<file path="src/rtl/enemy_spawner_if.sv">
// Spawn request channel from the enemy spawner to the enemy manager (valid/ready plus payload).
interface enemy_spawner_if #(
    parameter int unsigned SW = 3
);
    logic          spawn_valid;
    logic          spawn_ready;
    logic [9:0]    spawn_x;
    logic [1:0]    spawn_type;
    logic [SW-1:0] spawn_slot;

    modport master (
        output spawn_valid,
        output spawn_x,
        output spawn_type,
        output spawn_slot,
        input  spawn_ready
    );

    modport slave (
        input  spawn_valid,
        input  spawn_x,
        input  spawn_type,
        input  spawn_slot,
        output spawn_ready
    );
endinterface

</file>
<file path="src/rtl/enemy_spawner.sv">
// Frame-paced enemy spawner: draws x/type from the LFSR word, scans for a free slot, issues a request.
// Optional difficulty ramp (shrinking spawn interval) is enabled by defining SPAWN_RAMP_EN.
module enemy_spawner #(
    parameter int unsigned RAND_W        = 16,
    parameter int unsigned SLOT_NUM      = 8,
    parameter int unsigned X_MAX         = 599,
    parameter int unsigned INTERVAL_INIT = 60,
    parameter int unsigned INTERVAL_MIN  = 15,
    parameter int unsigned RAMP_STEP     = 8,
    parameter int unsigned RAMP_DEC      = 4
) (
    input  logic                clk_vga,
    input  logic                rst_n,
    input  logic                game_run,
    input  logic                frame_tick,
    input  logic [RAND_W-1:0]   rand_i,
    input  logic [SLOT_NUM-1:0] slot_busy,
    enemy_spawner_if.master     spawn,
    output logic                drop_pulse
);

    localparam int unsigned SW = $clog2(SLOT_NUM);
    localparam int unsigned CW = $clog2(INTERVAL_INIT + 1);

    // Parameter sanity; the ramp parameters are checked even when the ramp is compiled out.
    if (RAND_W < 13 || SLOT_NUM < 2 || (SLOT_NUM & (SLOT_NUM - 1)) != 0 ||
        X_MAX < 511 || X_MAX > 1023 || INTERVAL_INIT == 0 ||
        INTERVAL_MIN == 0 || INTERVAL_MIN > INTERVAL_INIT ||
        RAMP_STEP == 0 || RAMP_DEC == 0) begin : g_param_check
        $error("enemy_spawner: illegal parameter set");
    end

    typedef enum logic [1:0] {IDLE, PICK, SCAN, ISSUE} state_t;

    state_t        state_q, state_d;
    logic [CW-1:0] cnt_q, cnt_d;
    logic [SW-1:0] idx_q, idx_d;
    logic [SW-1:0] nscan_q, nscan_d;
    logic [9:0]    x_q, x_d;
    logic [1:0]    type_q, type_d;
    logic [SW-1:0] slot_q, slot_d;
    logic          valid_q, valid_d;
    logic          drop_q, drop_d;

    logic [CW-1:0] reload_c;
    logic          xfer_c;
    logic          slot_free_c;
    logic          scan_last_c;
    logic [9:0]    xr_c;
    logic [9:0]    x_pick_c;
    logic          unused_rand_c;

    assign xfer_c        = valid_q && spawn.spawn_ready;
    assign slot_free_c   = !slot_busy[idx_q];
    assign scan_last_c   = (nscan_q == SW'(SLOT_NUM - 1));
    assign xr_c          = rand_i[9:0];
    assign x_pick_c      = ({1'b0, xr_c} > 11'(X_MAX)) ? 10'(11'(xr_c) - 11'(X_MAX + 1)) : xr_c;
    assign unused_rand_c = ^rand_i[RAND_W-3:10];

`ifdef SPAWN_RAMP_EN
    localparam int unsigned KW = (RAMP_STEP > 1) ? $clog2(RAMP_STEP) : 1;

    logic [KW-1:0] nspawn_q, nspawn_d;
    logic [CW-1:0] reload_q, reload_d;
    logic [CW-1:0] reload_dec_c;
    logic          ramp_step_c;

    assign ramp_step_c  = xfer_c && (nspawn_q == KW'(RAMP_STEP - 1));
    assign reload_dec_c = (32'(reload_q) >= INTERVAL_MIN + RAMP_DEC) ?
                          CW'(32'(reload_q) - RAMP_DEC) : CW'(INTERVAL_MIN);
    // The transfer that completes a step already reloads with the shortened interval.
    assign reload_c     = ramp_step_c ? reload_dec_c : reload_q;

    always_comb begin
        nspawn_d = nspawn_q;
        reload_d = reload_q;
        if (!game_run) begin
            nspawn_d = '0;
            reload_d = CW'(INTERVAL_INIT);
        end else if (xfer_c) begin
            nspawn_d = ramp_step_c ? '0 : KW'(nspawn_q + 1'b1);
            reload_d = reload_c;
        end
    end

    always_ff @(posedge clk_vga) begin
        if (!rst_n) begin
            nspawn_q <= '0;
            reload_q <= CW'(INTERVAL_INIT);
        end else begin
            nspawn_q <= nspawn_d;
            reload_q <= reload_d;
        end
    end
`else
    assign reload_c = CW'(INTERVAL_INIT);
`endif

    always_ff @(posedge clk_vga) begin
        if (!rst_n) state_q <= IDLE;
        else        state_q <= state_d;
    end

    // Next-state: game_run low overrides every other event.
    always_comb begin
        state_d = state_q;
        if (!game_run) begin
            state_d = IDLE;
        end else begin
            case (state_q)
                IDLE:    if (frame_tick && cnt_q == CW'(1)) state_d = PICK;
                PICK:    state_d = SCAN;
                SCAN:    if (slot_free_c) state_d = ISSUE;
                         else if (scan_last_c) state_d = IDLE;
                ISSUE:   if (xfer_c) state_d = IDLE;
                default: state_d = IDLE;
            endcase
        end
    end

    // Datapath and registered-output next values.
    always_comb begin
        cnt_d   = cnt_q;
        idx_d   = idx_q;
        nscan_d = nscan_q;
        x_d     = x_q;
        type_d  = type_q;
        slot_d  = slot_q;
        valid_d = valid_q;
        drop_d  = 1'b0;
        if (!game_run) begin
            cnt_d   = CW'(INTERVAL_INIT);
            valid_d = 1'b0;
        end else begin
            case (state_q)
                IDLE: begin
                    if (frame_tick) cnt_d = CW'(cnt_q - 1'b1);
                end
                PICK: begin
                    x_d     = x_pick_c;
                    type_d  = rand_i[RAND_W-1:RAND_W-2];
                    idx_d   = rand_i[SW-1:0];
                    nscan_d = '0;
                end
                SCAN: begin
                    if (slot_free_c) begin
                        slot_d  = idx_q;
                        valid_d = 1'b1;
                    end else begin
                        idx_d   = (idx_q == SW'(SLOT_NUM - 1)) ? '0 : SW'(idx_q + 1'b1);
                        nscan_d = SW'(nscan_q + 1'b1);
                        if (scan_last_c) begin
                            drop_d = 1'b1;
                            cnt_d  = reload_c;
                        end
                    end
                end
                ISSUE: begin
                    if (xfer_c) begin
                        valid_d = 1'b0;
                        cnt_d   = reload_c;
                    end
                end
                default: ;
            endcase
        end
    end

    always_ff @(posedge clk_vga) begin
        if (!rst_n) begin
            cnt_q   <= CW'(INTERVAL_INIT);
            idx_q   <= '0;
            nscan_q <= '0;
            x_q     <= '0;
            type_q  <= '0;
            slot_q  <= '0;
            valid_q <= 1'b0;
            drop_q  <= 1'b0;
        end else begin
            cnt_q   <= cnt_d;
            idx_q   <= idx_d;
            nscan_q <= nscan_d;
            x_q     <= x_d;
            type_q  <= type_d;
            slot_q  <= slot_d;
            valid_q <= valid_d;
            drop_q  <= drop_d;
        end
    end

    assign spawn.spawn_valid = valid_q;
    assign spawn.spawn_x     = x_q;
    assign spawn.spawn_type  = type_q;
    assign spawn.spawn_slot  = slot_q;
    assign drop_pulse        = drop_q;

endmodule
</file>
<file path="src/flat_wrapper.sv">
// flat-port wrapper written by rule: the top's interface ports become plain ports
module enemy_spawner_flat 
#(
    parameter int unsigned RAND_W        = 16,
    parameter int unsigned SLOT_NUM      = 8,
    parameter int unsigned X_MAX         = 599,
    parameter int unsigned INTERVAL_INIT = 60,
    parameter int unsigned INTERVAL_MIN  = 15,
    parameter int unsigned RAMP_STEP     = 8,
    parameter int unsigned RAMP_DEC      = 4
)
  (clk_vga, rst_n, game_run, frame_tick, rand_i, slot_busy, drop_pulse, spawn_spawn_valid, spawn_spawn_x, spawn_spawn_type, spawn_spawn_slot, spawn_spawn_ready);
  enemy_spawner_if spawn_i ();
  input  logic clk_vga;
  input  logic rst_n;
  input  logic game_run;
  input  logic frame_tick;
  input  logic [RAND_W-1:0] rand_i;
  input  logic [SLOT_NUM-1:0] slot_busy;
  output logic drop_pulse;
  output wire logic [$bits(spawn_i.spawn_valid)-1:0] spawn_spawn_valid;
  output wire logic [$bits(spawn_i.spawn_x)-1:0] spawn_spawn_x;
  output wire logic [$bits(spawn_i.spawn_type)-1:0] spawn_spawn_type;
  output wire logic [$bits(spawn_i.spawn_slot)-1:0] spawn_spawn_slot;
  input wire logic [$bits(spawn_i.spawn_ready)-1:0] spawn_spawn_ready;
  assign spawn_spawn_valid = spawn_i.spawn_valid;
  assign spawn_spawn_x = spawn_i.spawn_x;
  assign spawn_spawn_type = spawn_i.spawn_type;
  assign spawn_spawn_slot = spawn_i.spawn_slot;
  assign spawn_i.spawn_ready = spawn_spawn_ready;
  enemy_spawner #(.RAND_W(RAND_W), .SLOT_NUM(SLOT_NUM), .X_MAX(X_MAX), .INTERVAL_INIT(INTERVAL_INIT), .INTERVAL_MIN(INTERVAL_MIN), .RAMP_STEP(RAMP_STEP), .RAMP_DEC(RAMP_DEC)) u_core (.clk_vga(clk_vga), .rst_n(rst_n), .game_run(game_run), .frame_tick(frame_tick), .rand_i(rand_i), .slot_busy(slot_busy), .spawn(spawn_i), .drop_pulse(drop_pulse));
endmodule
</file>
<file path="config.mk">
export PLATFORM = sky130hd
export DESIGN_NAME = enemy_spawner_flat
export DESIGN_NICKNAME = d
export VERILOG_FILES = /design/src/rtl/enemy_spawner_if.sv /design/src/rtl/enemy_spawner.sv /design/src/flat_wrapper.sv
export SDC_FILE = /design/constraint.sdc
export NUM_CORES = 1
export LEC_CHECK = 0
export BUFFER_PORTS_ARGS = -buffer_cell sky130_fd_sc_hd__buf_4
export CORE_AREA = 2 2 67 69
export CTS_BUF_LIST = sky130_fd_sc_hd__clkbuf_2
export DETAILED_ROUTE_END_ITERATION = 6
export DIE_AREA = 0 0 69 71
export GPL_ROUTABILITY_DRIVEN = 0
export PLACE_DENSITY_LB_ADDON = 0.1
export SYNTH_ARGS = -nofsm -noshare
export SYNTH_HDL_FRONTEND = slang
export SYNTH_SLANG_ARGS = --single-unit
</file>
<file path="constraint.sdc">
create_clock -name clk_vga -period 2.19 [get_ports clk_vga]
set_clock_uncertainty 0.2 [all_clocks]
set_input_delay 0.438 -clock clk_vga [delete_from_list [all_inputs] [get_ports clk_vga]]
set_output_delay 0.438 -clock clk_vga [all_outputs]
set_load 0.005 [all_outputs]
</file>
==> impl_metrics.env <==
export IMPL_hold_ws_ps=97.0
export IMPL_dr_pass1_iters=4
export IMPL_clockRootBuffer="clkbuf_2"
export IMPL_crit_arrival_ps=2050
export IMPL_die_y_um=71
export IMPL_leakagePower_nw=0.898
export IMPL_crit_type="flop to flop"
export IMPL_cts_htree_levels=2
export IMPL_synth_adder_area_share_pct=4.90
export IMPL_postSynthAreaPerCell_um2=8.35
export IMPL_synth_compound_area_share_pct=26.9
export IMPL_rsz0062_at_grt="false"
export IMPL_layout_setup_ws_ps=171
export IMPL_tightest_slew_ps=496
export IMPL_drt_wl_total_um=4090
export IMPL_timing_slew_headroom_pct=66.0
export IMPL_clk_pin_slew_ps=160
export IMPL_cts_made_buffers=5
export IMPL_place_hpwl_um=3000
export IMPL_seq_area_frac_synth_pct=34.7
export IMPL_yosysTopAreaCell="dfxtp_1"
export IMPL_drc=0
export IMPL_dieArea_um2=4900
export IMPL_synth_area_um2=1790
export IMPL_tritoncts="done"
export IMPL_grt_pass1_vias=1517
export IMPL_synth_top_area_share_pct=34.7
export IMPL_postCtsSetupBuffers=0
export IMPL_grt_total_usage_pct=17.4
export IMPL_preCtsSetupSlack_ps=222
export IMPL_area_growth_pct=21.8
export IMPL_yosys_warnings=0
export IMPL_period_minus_slack_ps=2020
export IMPL_grt_start_max_net_pins=21
export IMPL_io_pins=46
export IMPL_postSynthNetCount=250
export IMPL_rows=24
export IMPL_port_buffers=41
export IMPL_drive_above_1_share_pct=22.7
export IMPL_holdBufCountCts=0
export IMPL_critPathRequiredTime_ps=2230
export IMPL_powerDensity_nw_per_um2=432
export IMPL_start_util_pct=42.5
export IMPL_cts_sinks=31
export IMPL_hold_class="primary input to flop"
export IMPL_synth_seq_cells=31
export IMPL_async_flop_share_pct=0
export IMPL_synth_top_family_by_area="compound AO/OA/AOI/OAI gates"
export IMPL_max_cap_violations=0
export IMPL_synthSimpleGateAreaFrac_pct=21.3
export IMPL_yosysMostFrequentCell="nand2_1"
export IMPL_status="complete, no violations"
export IMPL_drv_slew=0
export IMPL_crit_path_max_fanout=6
export IMPL_clockBufferDepth=2
export IMPL_setup_viol=0
export IMPL_antenna_found_initial=0
export IMPL_end_kind="flop"
export IMPL_period_share_pct=92.2
export IMPL_ant_nets=0
export IMPL_irDropWorstVdd_mv=0.175
export IMPL_insertion_delay_ps=360
export IMPL_hold_viol_final=0
export IMPL_drt_iter0_markers=74
export IMPL_max_clock_freq_mhz=495
export IMPL_grt_first_pass_wirelength_um=6930
export IMPL_yosys_top_cells_area="dfxtp_1 35%, nand2_1 6.9%, mux2i_1 5.6%, ha_1 4.9%, a21oi_1 4.5%"
export IMPL_synth_commonest_cells="33 x nand2_1, 31 x dfxtp_1, 16 x a21oi_1"
export IMPL_muxShareOfSynthArea_pct=6.44
export IMPL_num_vias=1705
export IMPL_netlist_instances=214
export IMPL_core_area_um2=4200
export IMPL_synth_edf_count=0
export IMPL_synth_cell_types=46
export IMPL_fp_dieW_um=69
export IMPL_layout_nets=291
export IMPL_overflow=0
export IMPL_nFillCells=431
export IMPL_crit_path_start_kind="flop"
export IMPL_viasPerCell=5.55
export IMPL_setup_tns_ps=0
export IMPL_diodes=0
export IMPL_routedWlPerCell_um=13.3
export IMPL_synthFlopType="dfxtp_1"
export IMPL_synth_xor_area_share_pct=0.490
export IMPL_ctsResizeCount=0
## sequential cells by signal (all words and copies together), names as in the netlist
signal / flops
u_core.nscan_q: 3
u_core.spawn.spawn_slot: 3
u_core.cnt_q: 6
u_core.spawn.spawn_type: 2
u_core.state_q: 2
u_core.spawn.spawn_x: 10
u_core.idx_q: 3
u_core.spawn.spawn_valid: 1
u_core.drop_pulse: 1
## per-layer routing
metal | vias to the layer above | track usage, % | part of all wire, % | routed length, µm
met5 | - | 0 | 0 | 0
met4 | 0 | 7.19 | 1.6 | 65
met3 | 8 | 5.13 | 4.2 | 170
met2 | 31 | 28.1 | 45 | 1850
met1 | 788 | 21.8 | 49 | 2010
li1 | 878 | - | - | -
## final timing paths
check,from,to,slack [ps],depth (start not counted)
setup / recovery,u_core.nscan_q[0]$_SDFFE_PN0P_,u_core.cnt_q[2]$_SDFFE_PN1P_,170,6
hold / removal,rand_i[14],u_core.spawn.spawn_type[0]$_SDFFE_PN0P_,100,3
setup reg to reg,u_core.nscan_q[0]$_SDFFE_PN0P_,u_core.cnt_q[2]$_SDFFE_PN1P_,170,6
hold reg to reg,u_core.spawn.spawn_type[0]$_SDFFE_PN0P_,u_core.spawn.spawn_type[0]$_SDFFE_PN0P_,270,2
## logic make-up after synthesis
logic type | after synthesis
multiplexers | 11
AND/OR/NAND/NOR | 77
XOR/XNOR | 1
buffers and inverters | 21
adder cells (fa/ha/maj) | 7
flip-flops | 31
AO/OA/AOI/OAI | 66
## worst max-delay path: stages, from the launching register on
cell,delay [ps]
dfxtp_1,360
ha_1,200
ha_1,230
mux2i_1,430
o21ai_0,220
o32ai_1,150
a22oi_1,120
## power breakdown
part | switching [W] | internal [W] | leakage, nW
clock | 0.000189 | 0.0000674 | 0.0262
combinational | 0.0000574 | 0.0000546 | 0.622
sequential | 0.00000513 | 0.000568 | 0.250
total | 0.000251 | 0.000690 | 0.898
## cell type report
class / instances / area, µm² / share of cell area (%)
Multi-Input combinational cell: 162 / 1070 / 49.4
Sequential cell: 31 / 621 / 28.5
Timing Repair Buffer: 47 / 353 / 16.2
Tap cell: 52 / 65.1 / 2.99
Inverter: 8 / 30.0 / 1.38
Clock buffer: 5 / 25.0 / 1.15
Clock inverter: 2 / 8.76 / 0.402
## through the flow
| step | instances | area (µm²) | power (W) | utilization, % |
|---|---|---|---|---|
| detailed placement | 300 | 2140 | 0.000697 | 51.0 |
| global route | 307 | 2180 | 0.000999 | 51.8 |
| finish | 307 | 2180 | 0.000941 | 51.8 |
| floorplan | 214 | 1790 | 0.000644 | - |
| CTS | 307 | 2180 | 0.000959 | 51.8 |
| global placement | 300 | 2140 | 0.000696 | 51.0 |
## placed cells by master (no fill, tap or decap), types with 5 or more instances in the layout
cell type  count
inv_1          8
o21ai_0       11
nor2_1         9
mux2i_1       10
a21oi_1       16
nand2_1       33
ha_1           7
dfxtp_1       31
a311oi_1       6
nor3_1         5
nand3_1        6
clkbuf_2       5
a31oi_1        7
buf_4         47
Power figures use the tool's default switching activity.
